$ cat src/rtl/fifo_uart_tx.sv
// FIFO-draining UART transmitter: pops bytes over rd/dout/empty and sends 8N1 frames, LSB first.
// Define FIFO_UART_TX_PARITY_EN to insert an even parity bit between data bit 7 and the stop bit.
module fifo_uart_tx #(
  parameter int CLKS_PER_BIT = 16
) (
  input  logic       clk,
  input  logic       rst,
  input  logic       tx_en,
  input  logic       fifo_empty,
  input  logic       fifo_wr_mon,
  input  logic [7:0] fifo_dout,
  output logic       fifo_rd,
  output logic       txd,
  output logic       busy,
  output logic       tx_done
);

  localparam int CW = $clog2(CLKS_PER_BIT);
  localparam logic [CW-1:0] CNT_MAX = CW'(CLKS_PER_BIT - 1);

`ifdef FIFO_UART_TX_PARITY_EN
  typedef enum logic [2:0] {IDLE, FETCH, LOAD, START, DATA, PARITY, STOP} state_t;
`else
  typedef enum logic [2:0] {IDLE, FETCH, LOAD, START, DATA, STOP} state_t;
`endif

  state_t        state, state_n;
  logic [CW-1:0] cnt, cnt_n;
  logic [2:0]    idx, idx_n, idx_inc;
  logic [7:0]    shreg, shreg_n;
  logic          txd_n, rd_n, done_n, bit_end;

  assign bit_end = (cnt == CNT_MAX);
  assign idx_inc = idx + 3'd1;
  assign busy    = (state != IDLE);

  always_ff @(posedge clk or negedge rst) begin
    if (!rst) begin
      state   <= IDLE;
      cnt     <= '0;
      idx     <= '0;
      shreg   <= '0;
      txd     <= 1'b1;
      fifo_rd <= 1'b0;
      tx_done <= 1'b0;
    end else begin
      state   <= state_n;
      cnt     <= cnt_n;
      idx     <= idx_n;
      shreg   <= shreg_n;
      txd     <= txd_n;
      fifo_rd <= rd_n;
      tx_done <= done_n;
    end
  end

  // txd/fifo_rd/tx_done are registered: values chosen here appear in the next state
  always_comb begin
    state_n = state;
    cnt_n   = cnt;
    idx_n   = idx;
    shreg_n = shreg;
    txd_n   = txd;
    rd_n    = 1'b0;
    done_n  = 1'b0;
    case (state)
      IDLE: begin
        txd_n = 1'b1;
        if (tx_en && !fifo_empty) begin
          state_n = FETCH;
          rd_n    = 1'b1;
        end
      end
      // a write in the same cycle wins inside the FIFO, so our read was lost
      FETCH: state_n = fifo_wr_mon ? IDLE : LOAD;
      LOAD: begin
        shreg_n = fifo_dout;
        txd_n   = 1'b0;
        cnt_n   = '0;
        state_n = START;
      end
      START: begin
        if (bit_end) begin
          cnt_n   = '0;
          idx_n   = '0;
          txd_n   = shreg[0];
          state_n = DATA;
        end else begin
          cnt_n = cnt + CW'(1);
        end
      end
      DATA: begin
        if (bit_end) begin
          cnt_n = '0;
          idx_n = idx_inc;
          if (idx == 3'd7) begin
`ifdef FIFO_UART_TX_PARITY_EN
            txd_n   = ^shreg;
            state_n = PARITY;
`else
            txd_n   = 1'b1;
            state_n = STOP;
`endif
          end else begin
            txd_n = shreg[idx_inc];
          end
        end else begin
          cnt_n = cnt + CW'(1);
        end
      end
`ifdef FIFO_UART_TX_PARITY_EN
      PARITY: begin
        if (bit_end) begin
          cnt_n   = '0;
          txd_n   = 1'b1;
          state_n = STOP;
        end else begin
          cnt_n = cnt + CW'(1);
        end
      end
`endif
      STOP: begin
        if (bit_end) begin
          cnt_n   = '0;
          done_n  = 1'b1;
          state_n = IDLE;
        end else begin
          cnt_n = cnt + CW'(1);
        end
      end
      default: state_n = IDLE;
    endcase
  end

endmodule

$ cat config.mk
export PLATFORM = sky130hd
export DESIGN_NAME = fifo_uart_tx
export DESIGN_NICKNAME = d
export VERILOG_FILES = /design/src/rtl/fifo_uart_tx.sv
export SDC_FILE = /design/constraint.sdc
export NUM_CORES = 1
export LEC_CHECK = 0
export BUFFER_PORTS_ARGS = -buffer_cell sky130_fd_sc_hd__buf_2
export CAP_MARGIN = 15
export CORE_MARGIN = 4
export CORE_UTILIZATION = 59
export CTS_CLUSTER_DIAMETER = 40
export CTS_CLUSTER_SIZE = 12
export DETAILED_ROUTE_END_ITERATION = 7
export GPL_ROUTABILITY_DRIVEN = 0
export PLACE_DENSITY = 0.82
export SETUP_SLACK_MARGIN = 0.02
export SLEW_MARGIN = 25
export SYNTH_ARGS = -nofsm -noshare
export SYNTH_HDL_FRONTEND = slang
export SYNTH_SLANG_ARGS = --single-unit
$ cat constraint.sdc
create_clock -name clk -period 4.95 [get_ports clk]
set_clock_uncertainty 0.15 [all_clocks]
set_input_delay 0.2475 -clock clk [delete_from_list [all_inputs] [get_ports clk]]
set_output_delay 0.2475 -clock clk [all_outputs]
set_load 0.01 [all_outputs]
# Word-level counts from Yosys, hierarchy flattened
# Index checks and enable logic that the tools add are counted.
# totals
regBits,21
inputBits,13
elab_cells,54
output_inout_bits,4
# op_classes
add_sub_neg,2
n_reduce_logical,11
magnitude_cmp,1
eq_ne,12
muxes,21
# ops
operator,n
$mux W3,6
$pmux W3 S6,1
$ne A2 B2 Y1 const B,5
$eq A3 B3 Y1 const B,3
$mux W1,8
$pmux W4 S2,1
$eq A3 B2 Y1 const B,2
$pmux W3 S2,1
$reduce_and A3 Y1,2
$reduce_and A5 Y1,1
$add A4 B1 Y4 const B,1
$eq A4 B4 Y1 const B,1
$lt A3 B4 Y1 const B,1
$mux W4,1
$pmux W1 S4,1
$reduce_bool A2 Y1,2
$reduce_bool A4 Y1,1
$add A3 B1 Y3 const B,1
$bmux W1 S3,1
$eq A3 B1 Y1 const B,1
$logic_not A3 Y1,1
$reduce_bool A3 Y1,1
$reduce_or A3 Y1,1
$mux W2,1
2 further kinds,2

# Depth between registers and ports, before layout
# Gate-level depths: netlist (run 1).
# depth
depth_word,6
mapped_depth,6
ltp_nobuf,5

# Worst setup path after synthesis (run 1)
# OpenSTA, ideal clock, no wires.
# synth_timing
path_kind,reg-to-reg
startpoint,register idx[0]
endpoint,register txd
synth_period_minus_slack_ps,1990
t_arrival_ps,1756
t_required_ps,4717
path_buffers,0
setup_time_ps,83
path_slack_ps,2960
stages_incl_launch_ff,6
path_cell_list,dfrtp_1 > ha_1 > ha_1 > mux4_1 > mux2_2 > o32a_1
# synth_via
elab_chain_len,6
elab_cells_between_ends,7
classes_between,add/sub (1); eq/ne (1); mux (5)
# synth_lines
item,line_no,source
from (decl),29,"logic [2:0] idx, idx_n, idx_inc;"
from (signal assigned),49,idx <= idx_n;
$add A3 B1 Y3,34,assign idx_inc = idx + 3'd1;
$bmux W1 S3,105,txd_n = shreg[idx_inc];
$mux W1 (not written as such),105,
$mux W1 (*),96,if (idx == 3'd7) begin
$mux W1 (*),93,if (bit_end) begin
$pmux W1 S4 (*),66,case (state)
to (signal assigned),51,txd <= txd_n;
to (decl),13,"output logic txd,"
# Mark *: on every way between the ends. The rest lies on a longest branch, timed or not. The select of a mux whose other input is x is not followed.
# A chain may end at the register's enable or synchronous reset.

# Final worst setup path (run 1)
# layout_timing
startpoint,register state[1]
endpoint,register shreg[7]
# layout_via
elab_chain_len,1
# layout_lines
item,line_no,source
from (decl),27,"state_t state, state_n;"
from (signal assigned),47,state <= state_n;
$eq A3 B2 Y1,66,
to (signal assigned),50,shreg <= shreg_n;
to (decl),30,"logic [7:0] shreg, shreg_n;"
# No other way between the ends.

==> results of run 1 <==
-- worst min-delay path by stage --
stage / end / slack (ns) / cells after the start
after floorplan: cnt[0] / -0.20 / 0
after global placement: state[0] / 0.07 / 1
after detailed placement: fifo_rd / 0.07 / 1
after CTS: shreg[6] / 0.0009 / 2
after global routing: shreg[4] / 0.007 / 2
final: shreg[5] / 0.01 / 2
-- per-layer routing --
metal / vias up / track usage / wire length, um
li1: 451 / - / -
met1: 469 / 0.283 / 999
met2: 40 / 0.326 / 1200
met3: 7 / 0.0287 / 130
met4: 0 / 0.148 / 65
met5: - / 0 / 0
-- per-stage QoR --
step	power [mW]	instances	cell area [um2]	setup slack, ns	utilization
2_1_floorplan	0.176	109	1130	2.96	-
3_3_place_gp	0.183	144	1220	2.87	0.690
3_5_place_dp	0.184	144	1220	2.82	0.690
4_1_cts	0.270	152	1280	2.80	0.728
5_1_grt	0.283	154	1310	2.65	0.740
6_report	0.269	154	1310	2.80	0.740
-- state kept, by name (all words and copies together) (netlist names) --
signal   cells
cnt          4
fifo_rd      1
idx          3
shreg        8
state        3
tx_done      1
txd          1
-- cells in the final DEF, fill, tap and decap left out, types with 2 or more instances in the layout --
master,synthesis,routed
o21ai_0,3,3
mux2i_1,2,2
dfrtp_1,20,20
clkbuf_4,0,3
or3_1,3,3
nand2_1,6,6
o22ai_1,5,5
and3_1,3,3
inv_1,3,3
a211oi_1,4,4
nor3_1,5,5
ha_1,3,3
buf_2,0,16
mux4_1,2,2
nand3_1,2,2
dlygate4sd3_1,0,6
mux2_2,9,9
nor2_1,8,8
a21oi_1,12,12
-- worst max-delay path, cell delays in order (launching register included) --
cell,delay [ns]
dfrtp_1,0.59
inv_1,0.30
nor3_2,0.58
mux2_2,0.42
-- what timing repair did --
item / 4_1_cts / 5_1_grt
hold buffers: 4 / 2
buffers inserted: 0 / 0
endpoints found under the hold margin: 23 / 2
resized for setup: 0 / 0
setup endpoints to repair: 0 / 0
-- logic make-up after synthesis --
| group | count (synthesis) | share of synthesized area |
|---|---|---|
| buffers and inverters | 9 | 0.0299 |
| and+or+nand+nor | 33 | 0.150 |
| muxes | 13 | 0.154 |
| adders and majority gates | 3 | 0.0333 |
| AOI/OAI and AO/OA | 30 | 0.166 |
| DFF | 21 | 0.467 |
-- layout make-up --
class                      instances  area share
multi-input combinational         79       0.435
tap                               25      0.0240
clock inverter                     1     0.00384
sequential                        21       0.404
inverter                           3     0.00863
timing repair buffer              22       0.107
clock buffer                       3      0.0173
-- power by group --
group | total [mW] | switching (mW) | internal (mW)
Sequential | 0.172 | 0 | 0.172
Clock | 0.0858 | 0.0555 | 0.0303
Combinational | 0.0121 | 0.00521 | 0.00687
==> reports/metrics.yaml, run 1 <==
first_pass_iters: 4
synth.largest_area_cell: "dfrtp_1"
ys_seq_elements: 21
die_area_mm2: 0.00268
cts.sinks: 21
numPortBuffers: 16
numCtsBuffers: 3
syn_nets: 125
rr_endpoint: "shreg[7]"
vias_per_cell: 6.28
wl_per_cell_um: 15.5
drv_slew: 0
ir_drop_uv: 161
grt_overflow: 0
crit_path_start_kind: "flip-flop"
setup_tns_ns: 0
grt_setup_unrepaired: "no"
antennaDiodeCount: 0
core-area_mm2: 0.00176
antenna_left: 0
seqCellArea_um2: 527
endpoint_kind: "flip-flop"
min_period_over_period: 0.434
synth_enable_flop_cells: 0
hpwl_um: 1670
status: "finished, final reports clean"
critical_path_arrival_ns: 2.21
syn2layout_area_growth_pct: 15.6
holdWs_ns: 0.0130
r2r_setup_slack_ns: 2.80
synth_area_mm2: 0.00113
synth-main-ff-cell: "dfrtp_1"
multi_input_area_um2: 568
cts_buffer_depth: 2
clk_latency_ns: 0.31
yosys-top-cells-area: "dfrtp_1, mux2_2, a21oi_1"
synth_most_common_cell: "dfrtp_1"
row_count: 15
drive_above_1_share: 0.240
wirelength_um: 2390
endpoint: "shreg[7]"
hp-class: "in -> reg"
first_iter_violations: 34
synth.avg_cell_area_um2: 10.4
fp.dieH_um: 51.7
critPathKind: "reg -> reg"
die_w_um: 51.7
crit_fanout: 14
crit_required_ns: 5.01
setup_violations: 0
start_util: 0.640
cts_root_buffer: "clkbuf_4"
power.leakage_nw: 0.609
nNetsFinal: 146
ys_warn_count: 0
synth_cell_types: 31
synth_commonest_cells: "dfrtp_1, a21oi_1, mux2_2"
worstMarginPinSlew_ns: 0.694
synthArstFlopShare: 1.00
track_usage: 0.215
finalCriticalPeriod_ns: 2.15
htree_levels: 1
fillers: 143
max_freq_mhz: 466
antenna_found_initial: 0
timing.slew.headroom: 0.537
grt_pass1_vias: 916
routed-via-count: 967
cp-startpoint: "state[1]"
rr_startpoint: "state[1]"
reg2reg_depth: 3
clk_pin_slew_ns: 0.12
synth_top_area_share: 0.443
syn_inst: 109
ys_seq_area_frac: 0.467
cap_viol_max_count: 0
hold_viol: 0
cts_tree: "built"
powerDensity_mw_per_mm2: 206
grt_pass1_wl_um: 4240
drc: 0
hold_start: "fifo_dout[5]"
ios: 17
grt_max_degree: 24
Power figures use the tool's default switching activity.
==> inputs of run 2 (changes only) <==
--- a/config.mk
+++ b/config.mk
@@ -8,12 +8,12 @@
 export BUFFER_PORTS_ARGS = -buffer_cell sky130_fd_sc_hd__buf_2
 export CAP_MARGIN = 15
 export CORE_MARGIN = 4
-export CORE_UTILIZATION = 59
+export CORE_UTILIZATION = 55
 export CTS_CLUSTER_DIAMETER = 40
 export CTS_CLUSTER_SIZE = 12
 export DETAILED_ROUTE_END_ITERATION = 7
 export GPL_ROUTABILITY_DRIVEN = 0
-export PLACE_DENSITY = 0.82
+export PLACE_DENSITY = 0.77
 export SETUP_SLACK_MARGIN = 0.02
 export SLEW_MARGIN = 25
 export SYNTH_ARGS = -nofsm -noshare
==> constraint.sdc (replaced) <==
create_clock -name clk -period 2.2 [get_ports clk]
set_clock_uncertainty 0.15 [all_clocks]
set_input_delay 0.11 -clock clk [delete_from_list [all_inputs] [get_ports clk]]
set_output_delay 0.11 -clock clk [all_outputs]
set_load 0.01 [all_outputs]
==> run 2 against run 1 <==
  * Register-to-register slack lost 2.7 ns
  * Final area grew 7.7%
  * Clock power grew 120%
  * Final cell count grew 8.4%
  * Highest routed layer unchanged
  * Critical endpoint is now txd
  * Global-route usage grew 2.8 points
  * Routed wire length grew 17%
  * Setup slack lost 2.7 ns
  * Non-clock buffer count grew 11
==> reports/metrics.yaml, run 2 (same netlist as run 1, synthesis figures left out) <==
final_cell_mix: "dfrtp_1, buf_2, a21oi_1, dlygate4sd3_1, mux2_2"
post_cts_resized: 0
largest_registers: "shreg (8), cnt (4)"
ios: 17
powerDensity_mw_per_mm2: 438
die_area_mm2: 0.00284
fillers: 166
critical_path_arrival_ns: 2.16
largest_register: "shreg"
dp_cells: 151
die_w_um: 53.3
cap_viol_max_count: 0
clk_pin_slew_ns: 0.12
wirelength_um: 2800
worst-path-buf-inv: 0
start_util: 0.575
setup_tns_ns: 0
drive_above_1_share: 0.257
grt_overflow: 0
power.leakage_nw: 0.658
antennaDiodeCount: 0
numCtsBuffers: 3
crit_slowest_cell: "dfrtp_1"
routed-via-count: 1012
ir_drop_uv: 391
dpl_cell_area_mm2: 0.00126
first_iter_violations: 17
drv_slew: 0
htree_levels: 1
wl_per_cell_um: 16.8
vias_per_cell: 6.06
critPathKind: "reg -> reg"
cts-hold-fix-buffers: 12
layoutNonFillerInstCount: 167
nNetsFinal: 157
row_count: 16
endpoint_kind: "flip-flop"
layout_commonest_cell: "dfrtp_1"
power_uw: 616
hold_viol: 0
hpwl_um: 1820
holdWs_ns: 0.131
crit_required_ns: 2.30
max_freq_mhz: 484
first_pass_iters: 4
path_delay_family: "multiplexers"
grt_max_degree: 22
grt_pass1_wl_um: 4820
hp-class: "in -> async"
antenna_left: 0
cts_root_buffer: "clkbuf_4"
grt_setup_unrepaired: "no"
track_usage: 0.243
status: "finished, final reports clean"
drc: 0
syn2layout_area_growth_pct: 24.5
worstMarginPinSlew_ns: 0.477
cts_setup_buffers: 0
min_period_over_period: 0.939
clk_latency_ns: 0.31
grt_pass1_vias: 1047
path_cells: "ha_1 > ha_1 > mux4_1 > mux2_2 > o32a_1"
cts.sinks: 21
cts_buffer_depth: 2
crit_fanout: 3
largest_reg_flops: 8
numPortBuffers: 16
slowest_delay_ns: 0.43
cts_tree: "built"
multi_input_area_um2: 568
finalCriticalPeriod_ns: 2.07
fp.dieH_um: 53.3
timing.slew.headroom: 0.682
seqCellArea_um2: 527
setup_violations: 0
cpMostUsedCell: "ha_1"
crit_path_start_kind: "flip-flop"
final_design_area_no_fill_mm2: 0.00141
antenna_found_initial: 0
core-area_mm2: 0.00196
[run 2: cell types whose count changed in the layout (fill, tap and decap cells not counted), sizes merged]
cell,previous run,this run
buf,16,21
dlygate4sd3,6,12
[run 2: per-layer routing]
metal	global-route usage	vias up	wire [um]
met5	0	-	0
met4	0.140	0	95
met3	0.0394	10	86
met2	0.424	36	1500
met1	0.274	493	1110
li1	-	473	-
[run 2: final cells by class]
| class | instances | area share |
|---|---|---|
| clock buffers | 3 | 0.0160 |
| clock inverters | 1 | 0.00356 |
| inverters | 3 | 0.00801 |
| multi-input cells | 79 | 0.404 |
| flip-flops and latches | 21 | 0.375 |
| well taps | 27 | 0.0240 |
| repair buffers | 33 | 0.169 |
[run 2: path summary, 6_finish.rpt]
check                            from        to  slack, ns  cells after the start
min in group clk           fifo_empty  state[0]       0.24                      5
setup reg to reg               idx[1]       txd       0.13                      5
hold reg to reg              shreg[7]  shreg[7]       0.37                      1
setup / recovery               idx[1]       txd       0.13                      5
hold / removal                    rst    cnt[2]       0.13                      2
max in group asynchronous         rst       txd       1.41                      2
[run 2: where the power goes]
group | leakage (nW) | switching, mW | internal, mW | total [mW]
Sequential | 0.275 | 0 | 0.386 | 0.386
Combinational | 0.364 | 0.0151 | 0.0225 | 0.0376
Clock | 0.0177 | 0.124 | 0.0680 | 0.192
[run 2: worst reg2reg max path, cell delays in order, from the launching register on]
cell	delay [ns]
dfrtp_1	0.43
ha_1	0.19
ha_1	0.33
mux4_1	0.29
mux2_2	0.28
o32a_1	0.33
[run 2: stage by stage]
step	setup slack, ns	utilization
2_1_floorplan	0.210	-
3_3_place_gp	0.242	0.641
3_5_place_dp	0.168	0.641
4_1_cts	0.149	0.716
5_1_grt	0.0578	0.716
6_report	0.135	0.716
